$ cat src/rtl/fetch_pkg.sv
// Shared constants and sizing helpers for the instruction-fetch front end.
// Latency: none (declarations only).
// Backpressure: none (declarations only).
package fetch_pkg;

  // Every instruction is one 32-bit word; the PC advances by this many bytes.
  localparam int unsigned INSTR_BYTES = 4;

  // Low PC bits that must be zero for a word-aligned fetch address.
  localparam logic [1:0] PC_ALIGN_LO_MASK = 2'b11;

  // Width needed to hold an entry count from 0 up to and including depth.
  function automatic int unsigned occ_w(input int unsigned depth);
    return $clog2(depth) + 1;
  endfunction

endpackage

$ cat src/rtl/fetch_queue_if.sv
// Fetch front-end bus: instruction-memory request/response, decode handshake, redirect.
// Latency: wires only.
// Backpressure: imem_ready throttles requests, dec_ready stalls the decode side.
interface fetch_queue_if #(
  parameter int unsigned ADDR_W  = 32,
  parameter int unsigned INSTR_W = 32,
  parameter int unsigned DEPTH   = 4
);
  import fetch_pkg::*;

  localparam int unsigned OCC_W = occ_w(DEPTH);

  // Instruction memory side
  logic               imem_req;
  logic [ADDR_W-1:0]  imem_addr;
  logic               imem_ready;
  logic               imem_rvalid;
  logic [INSTR_W-1:0] imem_rdata;

  // Decode side
  logic               dec_valid;
  logic               dec_ready;
  logic [INSTR_W-1:0] dec_instr;
  logic [ADDR_W-1:0]  dec_pc_plus4;

  // Control-flow redirect from decode
  logic               redirect_valid;
  logic [ADDR_W-1:0]  redirect_pc;

  // Status
  logic [OCC_W-1:0]   occupancy;

  // The fetch front end drives requests and the decode head.
  modport master (
    output imem_req, imem_addr, dec_valid, dec_instr, dec_pc_plus4, occupancy,
    input  imem_ready, imem_rvalid, imem_rdata, dec_ready, redirect_valid, redirect_pc
  );

  // Memory model and decode stage on the other side.
  modport slave (
    input  imem_req, imem_addr, dec_valid, dec_instr, dec_pc_plus4, occupancy,
    output imem_ready, imem_rvalid, imem_rdata, dec_ready, redirect_valid, redirect_pc
  );

endinterface

$ cat src/rtl/fetch_fifo.sv
// Synchronous prefetch FIFO with flush; head is read straight from storage.
// Latency: a pushed entry is visible at the head the cycle after the push.
// Backpressure: none internally; the caller must never push when full or pop when empty.
module fetch_fifo
  import fetch_pkg::*;
#(
  parameter int unsigned WIDTH = 64,
  parameter int unsigned DEPTH = 4
) (
  input  logic                     clk,
  input  logic                     rst,
  input  logic                     flush,
  input  logic                     push,
  input  logic [WIDTH-1:0]         push_dat,
  input  logic                     pop,
  output logic [occ_w(DEPTH)-1:0]  count,
  output logic [WIDTH-1:0]         head_dat
);

  localparam int unsigned PTR_W = $clog2(DEPTH);
  localparam int unsigned CNT_W = occ_w(DEPTH);

  logic [WIDTH-1:0] mem_q [DEPTH];
  logic [WIDTH-1:0] mem_d [DEPTH];
  logic [PTR_W-1:0] wr_ptr_q, wr_ptr_d;
  logic [PTR_W-1:0] rd_ptr_q, rd_ptr_d;
  logic [CNT_W-1:0] count_q, count_d;

  // Pointer/count/storage update; flush discards everything without writing.
  always_comb begin
    mem_d    = mem_q;
    wr_ptr_d = wr_ptr_q;
    rd_ptr_d = rd_ptr_q;
    count_d  = count_q;
    if (flush) begin
      wr_ptr_d = '0;
      rd_ptr_d = '0;
      count_d  = '0;
    end else begin
      if (push) begin
        mem_d[wr_ptr_q] = push_dat;
        wr_ptr_d        = wr_ptr_q + PTR_W'(1);
      end
      if (pop) begin
        rd_ptr_d = rd_ptr_q + PTR_W'(1);
      end
      case ({push, pop})
        2'b10:   count_d = count_q + CNT_W'(1);
        2'b01:   count_d = count_q - CNT_W'(1);
        default: count_d = count_q;
      endcase
    end
  end

  // Control state register with synchronous reset.
  always_ff @(posedge clk) begin
    if (rst) begin
      wr_ptr_q <= '0;
      rd_ptr_q <= '0;
      count_q  <= '0;
    end else begin
      wr_ptr_q <= wr_ptr_d;
      rd_ptr_q <= rd_ptr_d;
      count_q  <= count_d;
    end
  end

  // Entry storage; contents are meaningless while count is zero, so no reset.
  always_ff @(posedge clk) begin
    mem_q <= mem_d;
  end

  assign count    = count_q;
  assign head_dat = mem_q[rd_ptr_q];

endmodule

$ cat src/rtl/fetch_queue.sv
// Fetch PC, one-outstanding-request memory interface, prefetch queue and redirect flush.
// Latency: accept->decode 2 cycles; 1 cycle with FETCHQ_BYPASS_EN (empty-queue bypass).
// Backpressure: requests stop once queued + in-flight words reach DEPTH; dec_ready=0 holds head.
module fetch_queue
  import fetch_pkg::*;
#(
  parameter int unsigned       ADDR_W   = 32,
  parameter int unsigned       INSTR_W  = 32,
  parameter int unsigned       DEPTH    = 4,
  parameter logic [ADDR_W-1:0] RESET_PC = '0
) (
  input  logic          Clk,
  input  logic          Reset,
  fetch_queue_if.master bus
);

  localparam int unsigned OCC_W   = occ_w(DEPTH);
  localparam int unsigned CRED_W  = OCC_W + 1;
  localparam int unsigned ENTRY_W = INSTR_W + ADDR_W;
  localparam logic [ADDR_W-1:0] PC_INC = ADDR_W'(INSTR_BYTES);

  logic [ADDR_W-1:0]  pc_q, pc_d;
  logic [ADDR_W-1:0]  issue_pc_q, issue_pc_d;
  logic               inflight_q, inflight_d;

  logic [OCC_W-1:0]   fifo_count;
  logic [ENTRY_W-1:0] fifo_head;
  logic               fifo_push;
  logic               fifo_pop;
  logic [ENTRY_W-1:0] rsp_entry;

  logic [CRED_W-1:0]  credit_used;
  logic               accept;
  logic               rsp_take;
  logic [ADDR_W-1:0]  redirect_aligned;

  // Request credit: a word either queued or still in flight holds one slot.
  always_comb begin
    credit_used      = CRED_W'(fifo_count) + CRED_W'(inflight_q);
    bus.imem_req     = !Reset && !bus.redirect_valid && (credit_used < CRED_W'(DEPTH));
    bus.imem_addr    = pc_q;
    accept           = bus.imem_req && bus.imem_ready;
    rsp_take         = bus.imem_rvalid && inflight_q && !bus.redirect_valid;
    rsp_entry        = {bus.imem_rdata, issue_pc_q + PC_INC};
    redirect_aligned = bus.redirect_pc & ~ADDR_W'(PC_ALIGN_LO_MASK);
  end

`ifdef FETCHQ_BYPASS_EN
  logic bypass_hit;

  // Decode head with empty-queue bypass: an arriving word is offered in the same cycle.
  always_comb begin
    bypass_hit    = rsp_take && (fifo_count == '0);
    bus.dec_valid = ((fifo_count != '0) || bypass_hit) && !bus.redirect_valid;
    if (bypass_hit) begin
      bus.dec_instr    = rsp_entry[ENTRY_W-1:ADDR_W];
      bus.dec_pc_plus4 = rsp_entry[ADDR_W-1:0];
    end else begin
      bus.dec_instr    = fifo_head[ENTRY_W-1:ADDR_W];
      bus.dec_pc_plus4 = fifo_head[ADDR_W-1:0];
    end
    // A bypassed word that decode takes immediately never touches the queue.
    fifo_pop  = bus.dec_valid && bus.dec_ready && (fifo_count != '0);
    fifo_push = rsp_take && !(bypass_hit && bus.dec_ready);
  end
`else
  // Decode head straight from queue storage; no path from imem_rdata to decode.
  always_comb begin
    bus.dec_valid    = (fifo_count != '0) && !bus.redirect_valid;
    bus.dec_instr    = fifo_head[ENTRY_W-1:ADDR_W];
    bus.dec_pc_plus4 = fifo_head[ADDR_W-1:0];
    fifo_pop         = bus.dec_valid && bus.dec_ready;
    fifo_push        = rsp_take;
  end
`endif

  // Next fetch PC, in-flight flag and the PC of the outstanding request.
  always_comb begin
    pc_d       = pc_q;
    issue_pc_d = issue_pc_q;
    inflight_d = accept;
    if (bus.redirect_valid) begin
      pc_d = redirect_aligned;
    end else if (accept) begin
      pc_d = pc_q + PC_INC;
    end
    if (accept) begin
      issue_pc_d = pc_q;
    end
  end

  // Fetch state register; Reset dominates redirect.
  always_ff @(posedge Clk) begin
    if (Reset) begin
      pc_q       <= RESET_PC;
      issue_pc_q <= RESET_PC;
      inflight_q <= 1'b0;
    end else begin
      pc_q       <= pc_d;
      issue_pc_q <= issue_pc_d;
      inflight_q <= inflight_d;
    end
  end

  fetch_fifo #(
    .WIDTH (ENTRY_W),
    .DEPTH (DEPTH)
  ) u_fifo (
    .clk      (Clk),
    .rst      (Reset),
    .flush    (bus.redirect_valid),
    .push     (fifo_push),
    .push_dat (rsp_entry),
    .pop      (fifo_pop),
    .count    (fifo_count),
    .head_dat (fifo_head)
  );

  assign bus.occupancy = fifo_count;

endmodule

$ cat src/flat_wrapper.sv
// flat-port wrapper written by rule: the top's interface ports become plain ports
module fetch_queue_flat import fetch_pkg::*;
#(
  parameter int unsigned       ADDR_W   = 32,
  parameter int unsigned       INSTR_W  = 32,
  parameter int unsigned       DEPTH    = 4,
  parameter logic [ADDR_W-1:0] RESET_PC = '0
)
  (Clk, Reset, bus_imem_req, bus_imem_addr, bus_dec_valid, bus_dec_instr, bus_dec_pc_plus4, bus_occupancy, bus_imem_ready, bus_imem_rvalid, bus_imem_rdata, bus_dec_ready, bus_redirect_valid, bus_redirect_pc);
  fetch_queue_if #(.ADDR_W(ADDR_W), .INSTR_W(INSTR_W), .DEPTH(DEPTH)) bus_i ();
  input  logic Clk;
  input  logic Reset;
  output wire logic [$bits(bus_i.imem_req)-1:0] bus_imem_req;
  output wire logic [$bits(bus_i.imem_addr)-1:0] bus_imem_addr;
  output wire logic [$bits(bus_i.dec_valid)-1:0] bus_dec_valid;
  output wire logic [$bits(bus_i.dec_instr)-1:0] bus_dec_instr;
  output wire logic [$bits(bus_i.dec_pc_plus4)-1:0] bus_dec_pc_plus4;
  output wire logic [$bits(bus_i.occupancy)-1:0] bus_occupancy;
  input wire logic [$bits(bus_i.imem_ready)-1:0] bus_imem_ready;
  input wire logic [$bits(bus_i.imem_rvalid)-1:0] bus_imem_rvalid;
  input wire logic [$bits(bus_i.imem_rdata)-1:0] bus_imem_rdata;
  input wire logic [$bits(bus_i.dec_ready)-1:0] bus_dec_ready;
  input wire logic [$bits(bus_i.redirect_valid)-1:0] bus_redirect_valid;
  input wire logic [$bits(bus_i.redirect_pc)-1:0] bus_redirect_pc;
  assign bus_imem_req = bus_i.imem_req;
  assign bus_imem_addr = bus_i.imem_addr;
  assign bus_dec_valid = bus_i.dec_valid;
  assign bus_dec_instr = bus_i.dec_instr;
  assign bus_dec_pc_plus4 = bus_i.dec_pc_plus4;
  assign bus_occupancy = bus_i.occupancy;
  assign bus_i.imem_ready = bus_imem_ready;
  assign bus_i.imem_rvalid = bus_imem_rvalid;
  assign bus_i.imem_rdata = bus_imem_rdata;
  assign bus_i.dec_ready = bus_dec_ready;
  assign bus_i.redirect_valid = bus_redirect_valid;
  assign bus_i.redirect_pc = bus_redirect_pc;
  fetch_queue #(.ADDR_W(ADDR_W), .INSTR_W(INSTR_W), .DEPTH(DEPTH), .RESET_PC(RESET_PC)) u_core (.Clk(Clk), .Reset(Reset), .bus(bus_i));
endmodule
$ cat config.mk
export PLATFORM = sky130hd
export DESIGN_NAME = fetch_queue_flat
export DESIGN_NICKNAME = d
export VERILOG_FILES = /design/src/rtl/fetch_pkg.sv /design/src/rtl/fetch_queue_if.sv /design/src/rtl/fetch_fifo.sv /design/src/rtl/fetch_queue.sv /design/src/flat_wrapper.sv
export SDC_FILE = /design/constraint.sdc
export NUM_CORES = 1
export LEC_CHECK = 0
export ABC_AREA = 1
export CAP_MARGIN = 20
export CORE_MARGIN = 2
export CORE_UTILIZATION = 25
export CTS_BUF_LIST = sky130_fd_sc_hd__clkbuf_16
export CTS_CLUSTER_DIAMETER = 200
export DETAILED_ROUTE_END_ITERATION = 6
export SLEW_MARGIN = 30
export SYNTH_ARGS = -nofsm -noshare
export SYNTH_HDL_FRONTEND = slang
export SYNTH_SLANG_ARGS = --single-unit
$ cat constraint.sdc
create_clock -name Clk -period 10.27 [get_ports Clk]
set_input_delay 2.054 -clock Clk [delete_from_list [all_inputs] [get_ports Clk]]
set_output_delay 2.054 -clock Clk [all_outputs]
set_load 0.02 [all_outputs]
==> results of run 1 <==
## synthesized netlist by cell type (4+ instances only)
library cell	count
a21oi_1	55
a31oi_1	5
buf_2	10
buf_4	7
clkbuf_1	45
dfxtp_1	68
edfxtp_1	248
ha_1	7
inv_1	92
nand2_1	161
nand2_2	5
nand3_1	50
nand4_1	11
nor2_1	180
nor2_2	10
nor2_4	4
nor3_1	12
o21ai_0	169
o22ai_1	62
xnor2_1	4
xor2_1	33
## final timing paths
check,to,cells after the start,start,slack [ns]
worst max-delay path,bus_imem_req,6,Reset,4.51
worst min-delay path,u_core.issue_pc_q[3]$_SDFFE_PP0P_,2,u_core.issue_pc_q[3]$_SDFFE_PP0P_,0.49
worst max register to register,u_core.bus.imem_addr[30]$_SDFFE_PP0P_,8,u_core.u_fifo.count[1]$_SDFFE_PP0P_,7.84
worst min register to register,u_core.issue_pc_q[3]$_SDFFE_PP0P_,2,u_core.issue_pc_q[3]$_SDFFE_PP0P_,0.49
## worst reg2reg max path: stages, from the launching register on
cell and delay [ns]:
dfxtp_1 0.33, nand3_1 0.17, nand4_4 0.59, inv_2 0.83, nand3_1 0.16, nand2_1 0.09
nand3_1 0.07, nand2_1 0.08, inv_1 0.03
## through the flow
stage          setup slack, ns  hold slack, ns  instances  utilization  instance area (sq um)
2_1_floorplan             4.64           0.457       1265            -                  13400
3_3_place_gp              4.46           0.487       2063        0.298                  15700
3_5_place_dp              4.46           0.489       2063        0.298                  15700
4_1_cts                   4.45           0.498       2124        0.320                  16900
5_1_grt                   4.28           0.523       2124        0.320                  16900
6_report                  4.51           0.491       2124        0.320                  16900
## flip-flops by register name, summed over array words and instances (netlist names)
name and count:
u_core.u_fifo.mem_q 248, u_core.u_fifo.wr_ptr_q 2, u_core.inflight_q 1, u_core.bus.imem_addr 30, u_core.u_fifo.rd_ptr_q 2, u_core.u_fifo.count 3, u_core.issue_pc_q 30
## power groups by stage
stage | clock (mW) | combinational, mW | sequential (mW)
5_1_grt | 1.34 | 0.144 | 1.41
3_5_place_dp | 0 | 0.131 | 1.44
3_3_place_gp | 0 | 0.128 | 1.44
2_1_floorplan | 0 | 0.0557 | 1.44
4_1_cts | 1.29 | 0.132 | 1.41
6_report | 1.25 | 0.131 | 1.41
## area by class of cell
type,count,area share
clock buffer,36,0.0534
multi-input combinational,790,0.235
sequential,316,0.522
inverter,95,0.0212
timing repair buffer,174,0.102
clock inverter,25,0.0153
tap,688,0.0510
## per-layer routing
layer  vias to the layer above  routed length, microns  share of wire
met5                         -                       0              0
met4                         0                     502          0.015
met3                        34                    2200          0.064
met2                       263                   15800           0.46
met1                      4566                   15800           0.46
li1                       4698                       -              -
## kinds of logic (layout without fill, tap and decap cells)
kind of cell	count (synthesis)	in the layout	synth area share
adder cells (fa/ha/maj)	8	8	0.00804
AND/OR/NAND/NOR	444	444	0.143
other	1	4	0.000280
AO/OA/AOI/OAI	297	297	0.118
flip-flops	316	316	0.658
XOR/XNOR	37	37	0.0242
buffers and inverters	159	330	0.0481
==> flow_results.org, run 1 <==
** Status
- The run finished with clean final reports.

** Route
- In the routed design, unresolved DRC markers number 0.
- Detailed routing inserted a total of 9561 vias.
- Dividing the detail-routed wire length by the instance count gives 16.1 microns.
- Using the TritonRoute via totals, the vias-per-cell ratio works out to 4.50.
- Once detail routing completed, the nets flagged for antenna violations numbered 0.
- Iteration-0 DRC Markers :: 637
- The final layout contains routed wiring with a total length of 34.3 mm.
- The pre-antenna-repair detailed-routing pass consisted of 5 iterations.

** Power
- The share of total power dissipated in combinational logic is 0.047.
- Power comes to 2.79 mW.
- Dividing total power by cell area gives a power density of 166 mW/mm^2.
- Internal cell power :: 2.21 mW
- Share of total power in sequential cells :: 0.506
- Clock share of power :: 0.448
- For this design the static power due to leakage is 5.84 nW.
- Switching part of the total power :: 0.209
- Peak supply drop :: 0.101 mV
- The analysis attributes to net switching a power of 583 uW.

** STA
- Worst clock skew :: 0.0216 ns
- Setup TNS :: 0 ns
- Achievable Freq :: 174 MHz
- The total count of max-transition violations in the final report is 0.
- For the pin with the worst max-slew slack, the measured transition is 0.892 ns.
- The hold violation total from the final report is 0.
- Share of the clock period used by the worst path after layout :: 0.561
- Setup repair after global routing left no endpoint under its margin.
- Final setup violation count :: 0
- Slew margin rel. :: 0.404
- Final worst path period need :: 5.76 ns

** Global route
- First-pass GRT wire length :: 52.8 mm
- Met1 capacity usage during global routing :: 0.164
- Met2 Track Usage GR :: 0.198
- The initial antenna violation count came to 0.
- Pin count of the biggest net entering global routing :: 79
- For met3 alone, demand over resource in global routing was 0.0267.
- Number of global-route vias before repair :: 9275
- Overall track demand over capacity in global routing :: 0.121
- Layer with the highest usage :: met2
- Final global-route overflow total :: 0

** Placed design
- At the end of routability-driven placement, the weighted congestion stood at 0.884.
- Detailed placement ended at an HPWL of 21.6 mm.
- Input and output buffers added on the ports amount to 164.

** Synthesis
- Of all flip-flops after synthesis, the portion carrying an async set or reset was 0.
- Number of flops mapped to enable cells by yosys :: 248
- edfxtp_1 takes more of the synthesized area than any other cell.
- In this run the mean area of a mapped cell was 10.6 sq um.
- Proportion of synthesized chip area in sequential cells :: 0.658
- Biggest area contributors in the synthesized netlist :: edfxtp_1, dfxtp_1, o21ai_0
- Number of register bits inferred by synthesis :: 316
- The share of synthesized area in the top cell type comes to 0.557.
- Number of warning messages in the yosys log :: 0
- Among all flip-flop cells after synthesis, the most frequent one is edfxtp_1.
- Mapped Cells :: 1262
- Count of unique library cells instantiated by Yosys :: 36
- Post-Synthesis Cell Area :: 0.0134 sq mm

** Die
- Starting density of the core :: 0.254
- Rows :: 84
- Total core area :: 0.0528 sq mm
- Overall die width :: 235 microns
- The floorplan step set the die height to 235 microns.
- Ports placed on the boundary :: 171
- Floorplan die area :: 0.0554 sq mm

** Worst setup path
- Buffers & Inverters on Critical Path :: 4
- In this design, the largest share of critical-path delay is due to buffers and inverters.
- CP Launch Type :: primary input
- Critical-path top delay cell :: clkdlybuf4s50_1
- The critical path goes through clkdlybuf4s50_1 > buf_4 > nor2_8 > nand3_1 > inv_1 > clkdlybuf4s50_1.
- Of all nets on the critical path, the largest fanout is 28.
- Worst Path Required :: 8.22 ns
- Kind of end point of the critical path :: output pin
- On the worst path, the slowest cell contributes a delay of 0.59 ns.
- The critical path is of the in2out type.
- Counting stages on the worst path, the most repeated cell is clkdlybuf4s50_1.
- For the worst setup path, the data arrival time is 3.71 ns.

** Clock tree
- Clock Sink Count :: 316
- The later pin in the worst-skew pair is clocked with a latency of 0.53 ns.
- Total of hold buffers inserted after clock tree synthesis :: 0
- Post-CTS sizing :: 0
- Buffers inserted during clock tree synthesis total 35.
- Root buffer selected by CTS :: clkbuf_16
- Maximum count of clock buffers along a single path :: 3
- In this run the post-CTS setup repair buffer count came out at 0.
- Number of levels the H-tree was split into :: 2
- After clock tree synthesis, the clock-pin slew on the worst setup and hold paths is 0.06 ns.
- TritonCTS clock tree :: built

** Job
- Max cap viols :: 0

** Final layout
- Leaving out fill and tap cells, the most frequent cell in the layout is edfxtp_1.
- Sequential cell area :: 0.00881 sq mm
- Most used cells in the layout excluding fill and tap cells :: edfxtp_1, nor2_1, o21ai_0
- Number of antenna diodes :: 0
- Of the cells placed in the final design, the portion with a size suffix greater than 1 is 0.0641.
- Fill count :: 5323
- Multi-input combinational cell area :: 0.00397 sq mm
- Layout overhead on the synthesized area :: 26.2%
- Total Nets Final :: 1490

** Worst hold path
- HP Class :: reg2reg
Power figures use the tool's default switching activity.
==> run 2, diff against run 1 <==
- clock period: 10.27 -> 4.8 ns (I/O delays scaled with it)
==> run 2 against run 1 <==
  * Wire length up 2.6%
  * Core utilization is 0.22 points higher
  * Critical path depth down 1
  * Non-clock buffer count increased by 4
==> flow_results.org, run 2 (synthesis gave the netlist of run 1 again) <==
** Route
- Before antenna repair, the detailed router went through 5 iterations.
- The detailed router finished its first iteration with 690 violations.
- Via Count :: 9704
- The detail route stage leaves a number of antenna-violating nets equal to 0.
- Total detailed-routing wirelength :: 35.2 mm
- After detailed routing, the number of remaining DRC violations is 0.
- Dividing the detail-routed via count by the number of cells gives 4.55.
- Dividing the detail-routed wire length by the instance count gives 16.5 microns.

** Die
- Overall die width :: 235 microns
- Floorplan die height :: 235 microns
- Starting density of the core :: 0.254
- Rows :: 84
- Ports placed on the boundary :: 171
- Total core area :: 0.0528 sq mm
- Floorplan die area :: 0.0554 sq mm

** Global route
- Entering global routing, the biggest net connects 114 pins.
- The first global-routing pass estimated 54.3 mm of wire.
- For met3 alone, demand over resource in global routing was 0.0301.
- Layer with the highest usage :: met2
- The via count of the first global-routing pass is 9536.
- Met1 capacity usage during global routing :: 0.169
- The initial antenna violation count is 0.
- In the global route stage, overall resource usage came out at 0.126.
- Final global-route overflow total :: 0
- Met2 Track Usage GR :: 0.203

** Clock tree
- Post-CTS repair changed the size of 0 cells.
- Clock latency on the worst-skew pair, taken at its later pin, is 0.55 ns.
- Clock transition at path regs :: 0.06 ns
- After clock tree synthesis, the flow added hold-fix buffers numbering 0.
- Maximum count of clock buffers along a single path :: 3
- The H-tree generated during clock tree synthesis spans 2 levels.
- Root buffer selected by CTS :: clkbuf_16
- TritonCTS built the clock tree.
- TritonCTS Buffers :: 36
- Post-CTS timing repair inserted 0 buffers for setup.
- The clock net in this run drives a total of 316 sinks.

** Worst setup path
- The slowest stage of the critical path belongs to the cell clkdlybuf4s50_1.
- Data arrives at the worst endpoint at 3.16 ns.
- STA puts the critical path data required time at 3.84 ns.
- Dominant cell type by count on the critical path :: buf_4
- Ordered list of cells on the worst path :: buf_4 > buf_4 > o21ai_0 > o22ai_1 > clkdlybuf4s50_1
- Worst setup path class :: reg2out
- Largest fanout on the critical path :: 70
- STA classifies the critical path startpoint as a flip-flop.
- The critical path contains buffers and inverters numbering 3 combined.
- Largest stage delay on the critical path :: 0.67 ns
- Among cell families on the critical path, the largest total delay comes from buffers and inverters.
- Kind of end point of the critical path :: output pin

** STA
- In this run the tightest slew margin relative to its limit is 0.429.
- Final count of pins violating max slew :: 0
- Adding up every negative setup slack in the final design gives 0 ns.
- Final setup violation count :: 0
- Worst clock skew :: 0.0217 ns
- Final worst path period need :: 4.12 ns
- Setup repair after global routing left no endpoint under its margin.
- Transition at the pin with the smallest max-transition slack :: 0.855 ns
- Timing would allow up to 243 MHz.
- Hold violation count in the final report :: 0
- Share of the clock period used by the worst path after layout :: 0.859

** Placed design
- Post-detailed-placement half-perimeter wirelength :: 21.8 mm
- After detailed placement, the total cell area comes to 0.0158 sq mm.
- Placer congestion estimate :: 0.870
- Port Buffer Count :: 164

** Power
- In this run the static leakage power is 5.89 nW.
- Dividing total power by cell area gives a power density of 355 mW/mm^2.
- Peak supply drop :: 0.202 mV

** Final layout
- The finished cells cover 0.0170 sq mm.
- Top register by number of flip-flops :: u_core.u_fifo.mem_q
- The filler cells instantiated in the layout total 5345.
- Layout overhead on the synthesized area :: 27.0%
- Number of antenna diodes :: 0
- Most used cells in the layout excluding fill and tap cells :: edfxtp_1, nor2_1, o21ai_0
- For this run, the post-layout net count is 1495.
- The library cell used most frequently in the layout, excluding fill and tap cells, is edfxtp_1.
- The register with the most flip-flops in the layout has 248 of them.
- In the final layout, the share of cells above drive strength 1 is 0.0678.

** Worst hold path
- HP Class :: reg2reg

** Job
- Across the run, the number of max-cap violations was 0.

** Status
- Outcome :: finished, final reports clean
-- run 2: worst paths after layout --
check | start | end | slack, ns | cells past startpoint
worst max-delay path | u_core.u_fifo.rd_ptr_q[0]$_SDFFE_PP0P_ | bus_dec_instr[13] | 0.68 | 5
worst max register to register | u_core.issue_pc_q[3]$_SDFFE_PP0P_ | u_core.u_fifo.mem_q[26]$_DFFE_PP_ | 2.74 | 5
worst min-delay path | u_core.issue_pc_q[10]$_SDFFE_PP0P_ | u_core.issue_pc_q[10]$_SDFFE_PP0P_ | 0.51 | 2
worst min register to register | u_core.issue_pc_q[10]$_SDFFE_PP0P_ | u_core.issue_pc_q[10]$_SDFFE_PP0P_ | 0.51 | 2
-- run 2: metrics by stage --
step	total power [mW]	std cells	setup WS [ns]	util	hold WS, ns
floorplan	3.20	1265	0.264	-	0.457
global placement	3.36	2067	1.13	0.300	0.490
detailed placement	3.36	2067	1.15	0.300	0.502
CTS	6.12	2133	0.598	0.322	0.509
global route	6.26	2133	0.404	0.322	0.535
finish	6.03	2133	0.679	0.322	0.511
-- run 2: worst reg2reg max path, stage by stage (launching register included) --
cell	delay, ns
dfxtp_1	0.37
ha_1	0.20
nand2_1	0.13
nor4_1	0.54
nand2_1	0.14
xor2_1	0.43
-- run 2: where the power goes --
part | internal [mW] | switching, mW | leakage [nW] | total (mW)
logic | 0.125 | 0.158 | 2.42 | 0.283
clock network | 1.61 | 1.12 | 0.601 | 2.73
registers | 2.98 | 0.0434 | 2.87 | 3.02
-- run 2: layer usage --
layer,vias up,share of wire
met5,-,0
met4,0,0.017
met3,47,0.063
met2,294,0.46
met1,4638,0.46
li1,4725,-
-- run 2: final cells by class --
cell class	instances	area, sq um	area share
sequential	316	8810	0.519
inverter	95	358	0.0211
multi-input combinational	790	3970	0.234
clock buffer	38	951	0.0559
tap	688	861	0.0506
timing repair buffer	178	1810	0.106
clock inverter	28	235	0.0138
